`config.mk`:
```
export PLATFORM = sky130hd
export DESIGN_NAME = ram_com_client
export DESIGN_NICKNAME = d
export VERILOG_FILES = /design/src/rtl/ram_com_client.sv
export SDC_FILE = /design/constraint.sdc
export NUM_CORES = 1
export LEC_CHECK = 0
export ABC_AREA = 1
export BUFFER_PORTS_ARGS = -buffer_cell sky130_fd_sc_hd__buf_2
export CAP_MARGIN = 10
export CORE_MARGIN = 2
export CORE_UTILIZATION = 30
export DETAILED_ROUTE_END_ITERATION = 8
export PLACE_DENSITY = 0.59
export SKIP_LAST_GASP = 1
export SYNTH_ARGS = -nofsm -noshare
export SYNTH_HDL_FRONTEND = slang
export SYNTH_SLANG_ARGS = --single-unit
```
`constraint.sdc`:
```
create_clock -name clk -period 3.7 [get_ports clk]
set_input_delay 0.185 -clock clk [delete_from_list [all_inputs] [get_ports clk]]
set_output_delay 0.185 -clock clk [all_outputs]
set_load 0.05 [all_outputs]
```
`src/rtl/ram_com_client.sv`:
```
// ============================================================================
// Module   : ram_com_client
// Function : com-link byte command initiator for the shared scratch RAM
//            (lowest-priority port), with lost-arbitration retry.
//            Optional macro RAM_COM_WR_ACK_EN: writes return a response.
// Revision : 1.0
// ============================================================================
`default_nettype none

module ram_com_client #(
  parameter int ADDR_W    = 32,
  parameter int MAX_RETRY = 7
) (
  input  logic              clk,
  input  logic              rst,
  input  logic              cmd_valid,
  output logic              cmd_ready,
  input  logic              cmd_write,
  input  logic [ADDR_W-1:0] cmd_addr,
  input  logic [7:0]        cmd_wdata,
  output logic              rsp_valid,
  input  logic              rsp_ready,
  output logic [7:0]        rsp_rdata,
  output logic              rsp_err,
  output logic [31:0]       o_com_addr,
  output logic [7:0]        o_com_wdata,
  output logic [3:0]        o_wen_com,
  output logic              o_com_valid,
  output logic              o_com_rvalid,
  input  logic [31:0]       i_mem_rdata,
  input  logic [2:0]        i_ram_valid,
  input  logic              i_hp_wr_busy
);

  localparam logic [3:0] c_max_retry = 4'(MAX_RETRY);

  typedef enum logic [2:0] {
    IDLE       = 3'd0,
    WR_REQ     = 3'd1,
    WR_GAP     = 3'd2,
    WR_BACKOFF = 3'd3,
    RD_REQ     = 3'd4,
    RD_WAIT    = 3'd5,
    RSP        = 3'd6
  } state_t;

  state_t      state_q, state_d;
  logic [31:0] word_q, word_d;
  logic [1:0]  lane_q, lane_d;
  logic [7:0]  wdata_q, wdata_d;
  logic [3:0]  rc_q, rc_d;
  logic [7:0]  rsp_rdata_q, rsp_rdata_d;
  logic        rsp_err_q, rsp_err_d;
  logic        rsp_valid_q, rsp_valid_d;
  logic        com_valid_q, com_valid_d;
  logic        com_rvalid_q, com_rvalid_d;
  logic [31:0] com_addr_q, com_addr_d;
  logic [7:0]  com_wdata_q, com_wdata_d;
  logic [3:0]  wen_com_q, wen_com_d;

  // Only the com grant bit matters to this requester.
  logic unused_ram_valid;
  assign unused_ram_valid = &{1'b0, i_ram_valid[2:1]};

  assign cmd_ready = (state_q == IDLE) && !rst;

  always_comb begin
    state_d     = state_q;
    word_d      = word_q;
    lane_d      = lane_q;
    wdata_d     = wdata_q;
    rc_d        = rc_q;
    rsp_rdata_d = rsp_rdata_q;
    rsp_err_d   = rsp_err_q;
    case (state_q)
      IDLE: begin
        if (cmd_valid && cmd_ready) begin
          word_d  = 32'(cmd_addr[ADDR_W-1:2]);
          lane_d  = cmd_addr[1:0];
          wdata_d = cmd_wdata;
          rc_d    = 4'd0;
          state_d = cmd_write ? WR_REQ : RD_REQ;
        end
      end
      WR_REQ: begin
        if (i_hp_wr_busy) begin
          rc_d    = rc_q + 4'd1;
          state_d = WR_BACKOFF;
        end else begin
          state_d = WR_GAP;
        end
      end
      WR_GAP: begin
        // A high-priority write here overwrote our staged write before commit.
        if (i_hp_wr_busy) begin
          rc_d    = rc_q + 4'd1;
          state_d = WR_BACKOFF;
        end else begin
`ifdef RAM_COM_WR_ACK_EN
          rsp_rdata_d = 8'd0;
          rsp_err_d   = 1'b0;
          state_d     = RSP;
`else
          state_d     = IDLE;
`endif
        end
      end
      WR_BACKOFF: begin
        if (rc_q == c_max_retry) begin
`ifdef RAM_COM_WR_ACK_EN
          rsp_rdata_d = 8'd0;
          rsp_err_d   = 1'b1;
          state_d     = RSP;
`else
          state_d     = IDLE;
`endif
        end else begin
          state_d = WR_REQ;
        end
      end
      RD_REQ: state_d = RD_WAIT;
      RD_WAIT: begin
        if (i_ram_valid[0]) begin
          rsp_rdata_d = i_mem_rdata[{lane_q, 3'b000} +: 8];
          rsp_err_d   = 1'b0;
          state_d     = RSP;
        end else begin
          rc_d = rc_q + 4'd1;
          if (rc_d == c_max_retry) begin
            rsp_rdata_d = 8'd0;
            rsp_err_d   = 1'b1;
            state_d     = RSP;
          end else begin
            state_d = RD_REQ;
          end
        end
      end
      RSP: begin
        if (rsp_ready) begin
          rsp_rdata_d = 8'd0;
          rsp_err_d   = 1'b0;
          state_d     = IDLE;
        end
      end
      default: state_d = IDLE;
    endcase

    // Request outputs are registered from the next state, so they line up
    // exactly with the cycle the FSM sits in the request state.
    com_valid_d  = (state_d == WR_REQ);
    com_rvalid_d = (state_d == RD_REQ);
    com_addr_d   = (com_valid_d || com_rvalid_d) ? word_d : 32'd0;
    com_wdata_d  = com_valid_d ? wdata_d : 8'd0;
    wen_com_d    = com_valid_d ? (4'b0001 << lane_d) : 4'd0;
    rsp_valid_d  = (state_d == RSP);
  end

  always_ff @(posedge clk) begin
    if (rst) begin
      state_q      <= IDLE;
      word_q       <= '0;
      lane_q       <= '0;
      wdata_q      <= '0;
      rc_q         <= '0;
      rsp_rdata_q  <= '0;
      rsp_err_q    <= 1'b0;
      rsp_valid_q  <= 1'b0;
      com_valid_q  <= 1'b0;
      com_rvalid_q <= 1'b0;
      com_addr_q   <= '0;
      com_wdata_q  <= '0;
      wen_com_q    <= '0;
    end else begin
      state_q      <= state_d;
      word_q       <= word_d;
      lane_q       <= lane_d;
      wdata_q      <= wdata_d;
      rc_q         <= rc_d;
      rsp_rdata_q  <= rsp_rdata_d;
      rsp_err_q    <= rsp_err_d;
      rsp_valid_q  <= rsp_valid_d;
      com_valid_q  <= com_valid_d;
      com_rvalid_q <= com_rvalid_d;
      com_addr_q   <= com_addr_d;
      com_wdata_q  <= com_wdata_d;
      wen_com_q    <= wen_com_d;
    end
  end

  assign rsp_valid    = rsp_valid_q;
  assign rsp_rdata    = rsp_rdata_q;
  assign rsp_err      = rsp_err_q;
  assign o_com_valid  = com_valid_q;
  assign o_com_rvalid = com_rvalid_q;
  assign o_com_addr   = com_addr_q;
  assign o_com_wdata  = com_wdata_q;
  assign o_wen_com    = wen_com_q;

endmodule

`default_nettype wire

```
== Yosys cells after proc, flatten, opt, wreduce, memory -nomap -nowiden ==
Cells that the tools add are included.

* Register bits: 105
* Output and inout port bits: 57
* Logic and storage cells: 73

* Shift-type cells: 2
* Reduce and logical (&&, ||, !) cells: 12
* $add $sub $neg: 1
* Bitwise gates (word level): 2
* Equality and inequality tests: 16
* Multiplexer cells: 27

{| class="wikitable"
|+ Operators by type and width
! operator !! count
|-
| $mux 32 || 2
|-
| $mux 8 || 5
|-
| $shiftx 32x6->8 || 1
|-
| $pmux 3 s7 || 1
|-
| $pmux 8 s2 || 1
|-
| $eq 3x3->1 const B || 5
|-
| $mux 4 || 3
|-
| $pmux 4 s3 || 1
|-
| $mux 2 || 5
|-
| $mux 3 || 3
|-
| $eq 4x3->1 const B || 2
|-
| $eq 3x1->1 const B || 2
|-
| $eq 3x2->1 const B || 2
|-
| $reduce_or 2->1 || 3
|-
| $mux 1 || 5
|-
| $add 4x1->4 const B || 1
|-
| $ne 2x1->1 const B || 2
|-
| $ne 2x2->1 const B || 2
|-
| $reduce_and 4->1 || 1
|-
| $shl 1x2->4 const A || 1
|-
| $logic_not 3->1 || 1
|-
| $ne 3x3->1 const B || 1
|-
| $reduce_and 3->1 || 1
|-
| $reduce_bool 3->1 || 1
|-
| 6 further kinds || 8
|}

== Logic depth before layout (Yosys ltp) ==
* Depth after elaboration: 9
* Mapped depth: 11
* Mapped depth without buffers: 11

== Worst setup path before layout ==
No wires, ideal clock.

* Kind: register -> register
* Start: register state_q[2]
* End: register com_addr_q[0] (netlist: o_com_addr[0])
* Path slack: 1887 ps
* Arrival: 1746 ps
* Clock period less this slack: 1813 ps
* Data required time: 3634 ps
* Stages on the path, launching flop included: 10
* Buffers on the path: 2
* Cells stage by stage: dfxtp_1 > buf_2 > nor2_4 > nand3_1 > clkinv_1 > nand3_1 > and2_1 > nand3_4 > buf_6 > a21oi_2

* Word-level cells in the longest chain between the ends: 9
* Elaborated cells on any way between the ends: 19
* Classes of those cells: 8 x eq/ne; 5 x mux; 1 x bitwise; 5 x reduce/logical

{| class="wikitable"
|+ Ends and longest elaborated chain
! what !! line !! text
|-
| start, declared || 47 || <nowiki>state_t state_q, state_d;</nowiki>
|-
| start signal, assigned || 174 || <nowiki>state_q <= state_d;</nowiki>
|-
| $logic_not 3->1 (*) || 65 || <nowiki>assign cmd_ready = (state_q == IDLE) && !rst;</nowiki>
|-
| $logic_and 1x1->1 (*) || 65 ||
|-
| via cmd_ready || 17 || <nowiki>output logic cmd_ready,</nowiki>
|-
| $logic_and 1x1->1 (*) || 77 || <nowiki>if (cmd_valid && cmd_ready) begin</nowiki>
|-
| $mux 3 || 77 ||
|-
| $pmux 3 s7 || 75 || <nowiki>case (state_q)</nowiki>
|-
| $eq 3x1->1 or $eq 3x3->1 (tied branches) || 150, 151 ||
|-
| $logic_or 1x1->1 || 152 || <nowiki>com_addr_d = (com_valid_d || com_rvalid_d) ? word_d : 32'd0;</nowiki>
|-
| $not 1->1 (no source line) || n/a ||
|-
| $reduce_or 2->1 (no source line) || n/a ||
|-
| end signal, assigned || 184 || <nowiki>com_addr_q <= com_addr_d;</nowiki>
|-
| end, declared || 57 || <nowiki>logic [31:0] com_addr_q, com_addr_d;</nowiki>
|}

The timed path passes the listed nets; every way through them passes the cells marked *.
A chain may end at the register's enable or synchronous reset.

== Worst setup path after layout ==
* Start: register rc_q[1]
* End: register com_addr_q[26] (netlist: o_com_addr[26])

* Word-level cells in the longest chain between the ends: 9
* Elaborated cells on any way between the ends: 12
* Classes of those cells: 1 x add/sub; 4 x eq/ne; 4 x mux; 1 x bitwise; 2 x reduce/logical

{| class="wikitable"
|+ Ends and longest elaborated chain
! what !! line !! text
|-
| start, declared || 51 || <nowiki>logic [3:0] rc_q, rc_d;</nowiki>
|-
| start signal, assigned || 178 || <nowiki>rc_q <= rc_d;</nowiki>
|-
| $add 4x1->4 || 128 || <nowiki>rc_d = rc_q + 4'd1;</nowiki>
|-
| $eq 4x3->1 || 129 || <nowiki>if (rc_d == c_max_retry) begin</nowiki>
|-
| $mux 2 || 129 ||
|-
| $mux 2 || 123 || <nowiki>if (i_ram_valid[0]) begin</nowiki>
|-
| $pmux 3 s7 (*) || 75 ||
|-
| $eq 3x1->1 or $eq 3x3->1 (tied branches) || 150, 151 ||
|-
| $logic_or 1x1->1 (*) || 152 ||
|-
| $not 1->1 (no source line) (*) || n/a ||
|-
| $reduce_or 2->1 (no source line) (*) || n/a ||
|}

Mark *: on every way between the ends. The rest lies on a longest branch, timed or not.

==> run summary <==
The final-report hold violation count is 0. The final layout contains 642 nets. The post-synthesis cell type count is 25.

The largest voltage drop on the vdd net is 0.282 mV. Based on the critical path, the design can be clocked at up to 0.452 GHz. The detail route stage leaves a number of antenna-violating nets equal to 0. The die area came out at 14100 sq um. Summing the areas of all fa, ha and maj instances in the mapped netlist gives 0.632% of the synthesized area. The worst slack at placement came out at 1.27 ns.

The area occupied by multi-input gates came out at 1640 sq um. STA classifies the critical path endpoint as a flop. Measured in cells, the most critical reg-to-reg path has a length of 9. For this run, the number of Yosys warnings is 0. The number of cells traversed by the worst hold path came out at 3. The largest net degree at the start of global routing came out at 46.

The flip-flop and latch count after synthesis is 105. The critical path in this run is classified as flop to flop. The total detailed-routing wirelength is 9.50 mm.

The clock skew is 0.00731 ns. The power per unit of standard cell area is 528 nW/um^2. By area the synthesized netlist is led by sky130_fd_sc_hd__dfxtp_1, sky130_fd_sc_hd__mux2i_1, sky130_fd_sc_hd__nor2_1, sky130_fd_sc_hd__a21oi_2, sky130_fd_sc_hd__nand2_1.

The chip height is 119 microns. The iteration count of the initial detailed-routing pass came out at 4. The via-per-instance ratio came out at 4.53.

TritonCTS built the clock tree. Counting the buffers created by CTS gives 9. In this run the most critical hold path is launched from cmd_wdata[2].

The relative slew slack is 49.7%. The remaining global-route overflow is 0. Gates resized during post-CTS repair numbered 0. The CTS sink count is 105.

The number of max-slew violations in the final report is 0. The number of diodes is 0. The total power is 2.67 mW. The maximum root-to-sink buffer count is 2. sky130_fd_sc_hd__dfxtp_1 takes more of the synthesized area than any other cell. Once the floorplan was initialized, standard cells occupied 31.0% of the core.

The worst hold margin came out at 0.105 ns. The maximum level of the CTS H-tree came out at 3. The worst hold path class is input port to flop. The proportion of layout cells with a drive suffix above 1 came out at 33.9%.

The placed cell area is 4730 sq um. The max-capacitance violation count is 0. The storage element area is 2100 sq um. The first-pass GRT wire length came out at 15.6 mm. The count of hold-fix buffers inserted at cts came out at 0. By area, the combinational part of the netlist is dominated by simple AND/OR/NAND/NOR gates.

The sum of negative setup slack is 0 ns. The design area is 5040 sq um. The share of the Yosys chip area taken by registers is 53.1%. The launching point of the worst reg2reg path is rc_q[1]. Walking the worst path, the cells encountered are ha_1 -> nand2_1 -> nand2_1 -> nor2_1 -> nand2_1 -> nand2_1 -> nor2_4 -> nand3_4 -> a21oi_1. Clock tree synthesis selected as its root buffer the cell sky130_fd_sc_hd__clkbuf_16.

The worst register-to-register path ends at o_com_addr[26]. The global placement routability congestion came out at 0.835. The arrival time at the worst endpoint is 2.47 ns. After clock tree synthesis, the setup repair step added 0 buffers. The average routed wire per standard cell is 12.9 microns. The number of antenna violations at the first check in global routing is 0. The final critical path time including I/O delays and setup came out at 2.21 ns. The synthesized instance count came out at 434.

Detailed routing inserted a total of 3331 vias. The critical path's largest stage delay is 0.56 ns. The number of fill cells came out at 1315.

The cell that appears most often on the critical path is sky130_fd_sc_hd__nand2_1. The mean post-synth cell area is 9.13 sq um. Setup repair after global routing left no endpoint under its margin.

Detailed placement finished with a half-perimeter wire length of 6.72 mm. The clock latency at the later pin of the worst-skew pair came out at 0.34 ns. The run finished with clean final reports.

The layout-stage area growth over the synthesis result came out at 27.4%. The reg-to-reg setup timing slack came out at 1.49 ns. The library cell used most frequently in the layout, excluding fill and tap cells, is sky130_fd_sc_hd__buf_2. The final clock period utilization by the worst path is 59.8%.

The total DRC errors in the routed layout is 0. At the worst endpoint, the required time is 3.96 ns. The number of nets in the synthesized netlist is 517.

The count of routing violations after the opening detailed-route iteration is 215. The total standard cell area after synthesis is 3960 sq um. The leakage power total came out at 2.47 nW. For the pin with the worst max-slew slack, the measured transition is 0.755 ns. The share of synthesized area in the top cell type comes to 53.1%. The core region is 12800 sq um.

The largest fanout on the critical path is 41. The share of synthesized area spent on multiplexers is 9.60%. The share of the synthesized netlist area taken by xor and xnor gates came out at 0%. The worst path meets setup with 1.49 ns of slack.

The number of global-route vias before repair came out at 3285. Summing the areas of all compound-gate instances in the mapped netlist gives 12.3% of the synthesized area. The library cells used most frequently in the layout, excluding fill and tap cells, are sky130_fd_sc_hd__buf_2, sky130_fd_sc_hd__dfxtp_1, sky130_fd_sc_hd__nor2_1. The number of buffers inserted by port buffering is 135. The synthesized netlist devotes 18.8% of its cell area to simple gates. Setup violations remaining at the end of the flow were counted as 0. The clock transition at the registers of the reported paths came out at 0.07 ns. The floorplan has 41 rows. The worst setup path is launched from a flop.

The worst hold path terminates at wdata_q[2]. The number of top-level design ports is 138. On the critical path, the stage with the largest delay is an instance of sky130_fd_sc_hd__nand3_4. Global routing used 13.5% of the available tracks across all layers.

Measured along the x axis, the die boundary spans 119 microns.
metrics by stage:
step | utilization (%) | instances
after global routing | 39.5 | 736
after detailed placement | 37.0 | 720
after floorplan | - | 434
final | 39.5 | 736
after CTS | 39.5 | 736
after global placement | 37.0 | 720
area by class of cell:
cell class,instances,area share [%]
sequential,105,41.7
multi-input combinational,284,32.4
timing repair buffer,137,13.7
clock buffer,11,4.61
tap,172,4.27
clock inverter,5,1.69
inverter,22,1.64
where the power goes:
group,internal (mW),total (mW),leakage (nW),switching [mW]
Combinational,0.136,0.429,1.47,0.292
Clock,0.599,1.01,0.151,0.414
Sequential,1.19,1.22,0.852,0.0347
Total,1.92,2.67,2.47,0.741
Yosys cell counts:
cell                         n
sky130_fd_sc_hd__dfxtp_1   105
sky130_fd_sc_hd__nand2_2     1
sky130_fd_sc_hd__nor2_2      2
sky130_fd_sc_hd__nor2_4      3
sky130_fd_sc_hd__a211oi_1    3
sky130_fd_sc_hd__inv_2       2
sky130_fd_sc_hd__nand3b_1    1
sky130_fd_sc_hd__a21oi_1    21
sky130_fd_sc_hd__clkbuf_1   10
sky130_fd_sc_hd__o21a_1      1
sky130_fd_sc_hd__mux2i_1    38
sky130_fd_sc_hd__nand4_1     8
sky130_fd_sc_hd__nor2b_1     1
sky130_fd_sc_hd__nand2_1    43
sky130_fd_sc_hd__buf_2       7
sky130_fd_sc_hd__nand3_1    12
sky130_fd_sc_hd__clkinv_1    2
sky130_fd_sc_hd__nor2_1     97
sky130_fd_sc_hd__and2_1      1
sky130_fd_sc_hd__buf_6       6
sky130_fd_sc_hd__nand3_4     2
sky130_fd_sc_hd__a21oi_2    30
sky130_fd_sc_hd__inv_1      18
sky130_fd_sc_hd__ha_1        2
sky130_fd_sc_hd__o21ai_0    18
worst max-delay path: cells and delay by family, from the launching register on:
family	cells	cell delay, ns
simple gates	7	1.15
flops	1	0.41
compound gates	1	0.32
fa+ha+maj	1	0.23
sequential cells by signal, indices dropped and copies added (netlist names):
| name | cells |
|---|---|
| lane_q | 2 |
| rsp_err | 1 |
| o_com_wdata | 8 |
| o_com_valid | 1 |
| rsp_valid | 1 |
| wdata_q | 8 |
| state_q | 3 |
| rsp_rdata | 8 |
| o_com_rvalid | 1 |
| o_com_addr | 32 |
| o_wen_com | 4 |
| rc_q | 4 |
| word_q | 32 |
worst max path at each step:
stage / start / depth (start not counted) / endpoint
final: rc_q[1] / 9 / o_com_addr[26]
after global routing: rc_q[1] / 9 / o_com_addr[26]
after detailed placement: rst / 8 / rc_q[2]
after floorplan: state_q[2] / 9 / o_com_addr[0]
after CTS: rc_q[1] / 9 / o_com_addr[26]
after global placement: rst / 8 / rc_q[0]
cell families after synthesis:
group                    count (synthesis)
AO/OA/AOI/OAI                           73
buffers and inverters                   45
AND/OR/NAND/NOR                        171
adder cells (fa/ha/maj)                  2
multiplexers                            38
flip-flops                             105
metal layers:
layer  GRT usage, %  wire length (microns)
met1           16.1                   4260
met2           23.0                   4580
met3           4.07                    512
met4           4.69                    150
met5              0                      0
Note: power is estimated with default switching activity, not from simulation.
